<file path="config.mk">
export PLATFORM = sky130hd
export DESIGN_NAME = rcv_byte_writer
export DESIGN_NICKNAME = d
export VERILOG_FILES = /design/src/rtl/rcv_byte_writer.sv
export SDC_FILE = /design/constraint.sdc
export NUM_CORES = 1
export LEC_CHECK = 0
export BUFFER_PORTS_ARGS = -buffer_cell sky130_fd_sc_hd__buf_2
export CORE_MARGIN = 2
export CORE_UTILIZATION = 49
export CTS_CLUSTER_DIAMETER = 80
export DETAILED_ROUTE_END_ITERATION = 12
export PLACE_DENSITY = 0.78
export SLEW_MARGIN = 25
export SYNTH_ARGS = -nofsm -noshare
export SYNTH_HDL_FRONTEND = slang
export SYNTH_SLANG_ARGS = --single-unit
</file>
<file path="constraint.sdc">
create_clock -name clk -period 2.3 [get_ports clk]
set_input_delay 0.23 -clock clk [delete_from_list [all_inputs] [get_ports clk]]
set_output_delay 0.23 -clock clk [all_outputs]
set_load 0.005 [all_outputs]
</file>
<file path="src/rtl/rcv_byte_writer.sv">
// rtl/rcv_byte_writer.sv - USB RX byte to FIFO enqueue stage with lane/length tracking and rollback
module rcv_byte_writer #(
    parameter int MAX_BYTES = 64,
    parameter int CNT_W     = 7
) (
    input  logic             clk,
    input  logic             n_rst,
    input  logic             rx_start,
    input  logic             byte_received,
    input  logic [7:0]       rx_data,
    input  logic             rx_eop,
    input  logic             rx_error,
    input  logic             full,
    output logic             rcv_enq_word,
    output logic [7:0]       wr_data,
    output logic [1:0]       tail_side,
    output logic             fix_error,
    output logic             pkt_done,
    output logic [CNT_W-1:0] pkt_len,
    output logic             overflow,
    output logic             busy
);

    typedef enum logic [1:0] {
        IDLE = 2'd0,
        RECV = 2'd1,
        DONE = 2'd2,
        ERR  = 2'd3
    } state_t;

    state_t state;

    localparam logic [CNT_W-1:0] LEN_MAX = CNT_W'(MAX_BYTES);

    always_ff @(posedge clk or negedge n_rst) begin
        if (!n_rst) begin
            state        <= IDLE;
            rcv_enq_word <= 1'b0;
            wr_data      <= 8'd0;
            tail_side    <= 2'd0;
            fix_error    <= 1'b0;
            pkt_done     <= 1'b0;
            pkt_len      <= '0;
            overflow     <= 1'b0;
            busy         <= 1'b0;
        end else begin
            rcv_enq_word <= 1'b0;
            fix_error    <= 1'b0;
            pkt_done     <= 1'b0;
            case (state)
                IDLE: begin
                    if (rx_start) begin
                        state     <= RECV;
                        busy      <= 1'b1;
                        pkt_len   <= '0;
                        tail_side <= 2'd0;
                        overflow  <= 1'b0;
                    end
                end
                RECV: begin
                    // Any dropped or aborted byte rolls the FIFO back; counters clear on entry to ERR
                    if (rx_error || rx_start ||
                        (byte_received && (full || pkt_len == LEN_MAX))) begin
                        state     <= ERR;
                        fix_error <= 1'b1;
                        pkt_len   <= '0;
                        tail_side <= 2'd0;
                        if (!rx_error && !rx_start && full)
                            overflow <= 1'b1;
                    end else begin
                        if (byte_received) begin
                            rcv_enq_word <= 1'b1;
                            wr_data      <= rx_data;
                            pkt_len      <= pkt_len + 1'b1;
                            tail_side    <= tail_side + 2'd1;
                        end
                        if (rx_eop) begin
                            state    <= DONE;
                            pkt_done <= 1'b1;
                        end
                    end
                end
                DONE: begin
                    state <= IDLE;
                    busy  <= 1'b0;
                end
                ERR: begin
                    state <= IDLE;
                    busy  <= 1'b0;
                end
                default: begin
                    state <= IDLE;
                    busy  <= 1'b0;
                end
            endcase
        end
    end

endmodule

</file>
==> reports/results.txt <==
The post-detailed-routing wire length is 2222 um. sky130_fd_sc_hd__dfrtp_1 is the most common cell in the netlist. The number of nets in the layout is 153. The floorplan step defined a die boundary enclosing 2728 sq um. The worst setup path is of the reg -> reg kind. The run gives 0 as the number of antenna diodes. Total power for the finished layout comes to 0.001284 W. The max-slew violation total from the final report came out at 0. The run finished with clean final reports. The core region area is 2212 sq um, and the proportion of layout cells with a drive suffix above 1 is 41.48%.

The first detailed-routing pass took 4 iterations. I/O pin count: 37. Measured against its own limit, the worst slew margin works out to 65.04%.

Across the routed clock network, the largest skew measured is 5.345 ps. The maximum number of pins on one net before global-route repair is 25, and the area growth from synthesis to layout is 24.70%. Setup repair after global routing left no endpoint under its margin. For this design, the sink count on the clock tree is 24. The shortest period the worst path allows came out at 1895 ps. The run gives 410 ps as the setup slack on the worst flop-to-flop path. The ratio of routed vias to standard cells works out to 5.442.

For the share of the core filled with cells, the log shows 64.25%. Sequential elements use 52.69% of the synthesized area. The endpoint kind of the worst setup timing path was a flop.

The power per cell area was 903.5 nW/um^2; the number of buffers created by CTS was 3. In this run the tool buffered the top-level ports with 36 buffer cells. The kind of path behind the tightest hold check was in -> reg. The final route contains 887 vias.

The number of flops mapped to enable cells by yosys came out at 0. The detailed router finished its first iteration with 17 violations. A synthesized cell averages 12.13 sq um. Synthesis inferred 24 register bits. In the post-route analysis, the smallest setup slack over all paths is 405.5 ps. The buffer levels on the longest clock path was 2. The worst vdd rail ir drop was 0.4814 mV. The later pin in the worst-skew pair is clocked with a latency of 310 ps. The logs give 111 for the post-synth net total and 0 for the number of endpoints with negative hold slack in the final report. The critical path launch point type was a flop. Transition time at the pin with the least slew margin: 524.3 ps.

The flip-flop cell with the highest count after synthesis is sky130_fd_sc_hd__dfrtp_1. Root buffer cell: sky130_fd_sc_hd__clkbuf_4. The setup slack after placement was 409.8 ps; the number of resized instances in the post-cts repair step was 0. At the worst endpoint, the required time is 2510 ps. For the count of cell types in the netlist, the log shows 28. The maximum single-stage delay on the critical path is 450 ps.

The largest fanout of any net on the critical path is 10. TritonCTS built the clock tree. The run gives 527.8 MHz as the maximum clock rate. The run gives 3712 um as the global-route wire length before repair. Buffers added to address setup during post-CTS repair amount to 0. Summed over all layers, the global routing overflow is 0. Ranked by instance count, the synthesized netlist is headed by sky130_fd_sc_hd__dfrtp_1 (24), sky130_fd_sc_hd__mux2_4 (8), sky130_fd_sc_hd__nand2_1 (7). Setup violations remaining at the end of the flow were counted as 0. The count of hold-fix buffers inserted at cts was 1. The run gives 17 as the number of rows created at floorplan. The tools report the remaining antenna violation count as 0.

The share of the synthesized area in the top cell type works out to 52.69%. The slowest stage of the critical path is the sky130_fd_sc_hd__dfrtp_1 cell. The synthesized netlist cell count was 94.

The mapped cell area is 1140 sq um. By area the synthesized netlist is led by sky130_fd_sc_hd__dfrtp_1 (53%), sky130_fd_sc_hd__mux2_4 (11%), sky130_fd_sc_hd__o31ai_1 (3.3%), sky130_fd_sc_hd__o21ai_0 (2.6%), sky130_fd_sc_hd__nand2_1 (2.3%). For this configuration, the core starts out at a cell density of 51.53%. Via count of the first global-routing pass: 835. Walking the worst path, the cells encountered are inv_1 -> ha_1 -> nor4b_2 -> a21oi_2 -> nand3_4 -> inv_8 -> mux2_4. The number of levels in the clock H-tree is 1, and the average detailed-routed wire length per instance is 13.63 um. Final clock period utilization by the worst path: 82.37%. Max-cap violations in this run came to 0. The CTS clock-pin slew for the worst setup and hold paths came out at 130 ps. The die width was 52.23 um; the total of warnings raised by yosys was 0.

The tools report the half-perimeter wire length of the detailed placement result as 1627 um. Data arrives at the worst endpoint at 2110 ps. The tools report the initial antenna violation count as 0. The die height is 52.23 um.

In the routed design, unresolved DRC markers number 0. At the end of routability-driven placement, the weighted congestion stood at 0.7890. The tools report the leakage power as 0.7200 nW. The library cell with the largest summed area after synthesis is sky130_fd_sc_hd__dfrtp_1.

The sum of negative setup slack came out at 0 ps. Global routing used 18.40% of the available tracks. The fraction of synthesis flops using an asynchronous set or reset pin was 100.0%.
[cells in the final DEF, fill, tap and decap left out]
cell type                        n
sky130_fd_sc_hd__mux2_4          8
sky130_fd_sc_hd__a21oi_1         4
sky130_fd_sc_hd__nand2_1         7
sky130_fd_sc_hd__o21ai_0         6
sky130_fd_sc_hd__nor2_1          2
sky130_fd_sc_hd__and2_1          2
sky130_fd_sc_hd__a21oi_2         1
sky130_fd_sc_hd__a32oi_1         3
sky130_fd_sc_hd__nand3_1         4
sky130_fd_sc_hd__nor4_1          1
sky130_fd_sc_hd__nand3_4         1
sky130_fd_sc_hd__nand2b_1        2
sky130_fd_sc_hd__nor2b_1         2
sky130_fd_sc_hd__inv_1           6
sky130_fd_sc_hd__dlygate4sd3_1   1
sky130_fd_sc_hd__dfrtp_1        24
sky130_fd_sc_hd__nor4b_2         1
sky130_fd_sc_hd__a221oi_1        1
sky130_fd_sc_hd__bufinv_16       1
sky130_fd_sc_hd__o31ai_1         5
sky130_fd_sc_hd__buf_4           1
sky130_fd_sc_hd__a21o_1          2
sky130_fd_sc_hd__a22o_1          1
sky130_fd_sc_hd__ha_1            2
sky130_fd_sc_hd__or2_2           2
sky130_fd_sc_hd__nor4b_4         1
sky130_fd_sc_hd__and4b_1         1
sky130_fd_sc_hd__buf_2          36
sky130_fd_sc_hd__inv_8           1
sky130_fd_sc_hd__a211oi_1        1
sky130_fd_sc_hd__clkbuf_4        3
sky130_fd_sc_hd__a2bb2oi_1       2
[layer usage]
layer	up-vias	routed length, um	GRT usage, %	share of wire (%)
li1	425	-	-	-
met1	431	960	24.25	43
met2	29	1101	30.80	50
met3	2	142	2.857	6.4
met4	0	17	6.410	0.77
met5	-	0	0	0
[sequential cells by signal (all words and copies together), names as in the netlist]
name and flops:
busy 1, fix_error 1, overflow 1, pkt_done 1, pkt_len 7, rcv_enq_word 1, state 2, tail_side 2
wr_data 8
[area by class of cell]
class                           instances  area [sq um]
Multi-Input combinational cell         62         501.7
Fill cell                             183         790.8
Sequential cell                        24         600.6
Clock inverter                          1         30.03
Inverter                                7         33.78
Clock buffer                            3         22.52
Tap cell                               28         35.03
Timing Repair Buffer                   38         197.7
[cell families (layout without fill, tap and decap cells)]
| logic type | after synthesis | count (layout) | synth area share [%] |
|---|---|---|---|
| AO/OA/AOI/OAI | 26 | 26 | 15.81 |
| AND/OR/NAND/NOR | 26 | 26 | 15.48 |
| flip-flops | 24 | 24 | 52.69 |
| multiplexers | 8 | 8 | 10.54 |
| buffers and inverters | 8 | 49 | 3.293 |
| adder cells (fa/ha/maj) | 2 | 2 | 2.195 |
[worst max-delay path, delay by kind of cell, from the launching register on]
family	cells	cell delay [ps]
AOI/OAI and AO/OA	1	260
adders and majority gates	1	190
buffers and inverters	2	230
DFF	1	450
muxes	1	310
and+or+nand+nor	2	360
[per-stage QoR]
step	hold WS (ps)	instances	instance area, sq um
6_report	136.6	163	1421
5_1_grt	126.8	163	1421
4_1_cts	134.0	163	1421
3_5_place_dp	236.1	158	1359
3_3_place_gp	227.1	158	1359
2_1_floorplan	-65.59	94	1140
[power by group]
| group | leakage (nW) | internal [W] | total (W) | switching [W] |
|---|---|---|---|---|
| registers | 0.316 | 0.000535 | 0.000616 | 0.0000811 |
| clock network | 0.0279 | 0.000176 | 0.000301 | 0.000125 |
| logic | 0.377 | 0.000213 | 0.000367 | 0.000154 |
[final timing paths]
path / endpoint / from / cells after the start
worst min register to register: busy / busy / 2
worst max-delay path: wr_data[4] / pkt_len[0] / 7
worst max register to register: wr_data[4] / pkt_len[0] / 7
worst min-delay path: wr_data[2] / rx_data[2] / 2
min in group asynchronous: rcv_enq_word / n_rst / 2
max in group asynchronous: state[1] / n_rst / 2
Note: power is estimated with default switching activity, not from simulation.
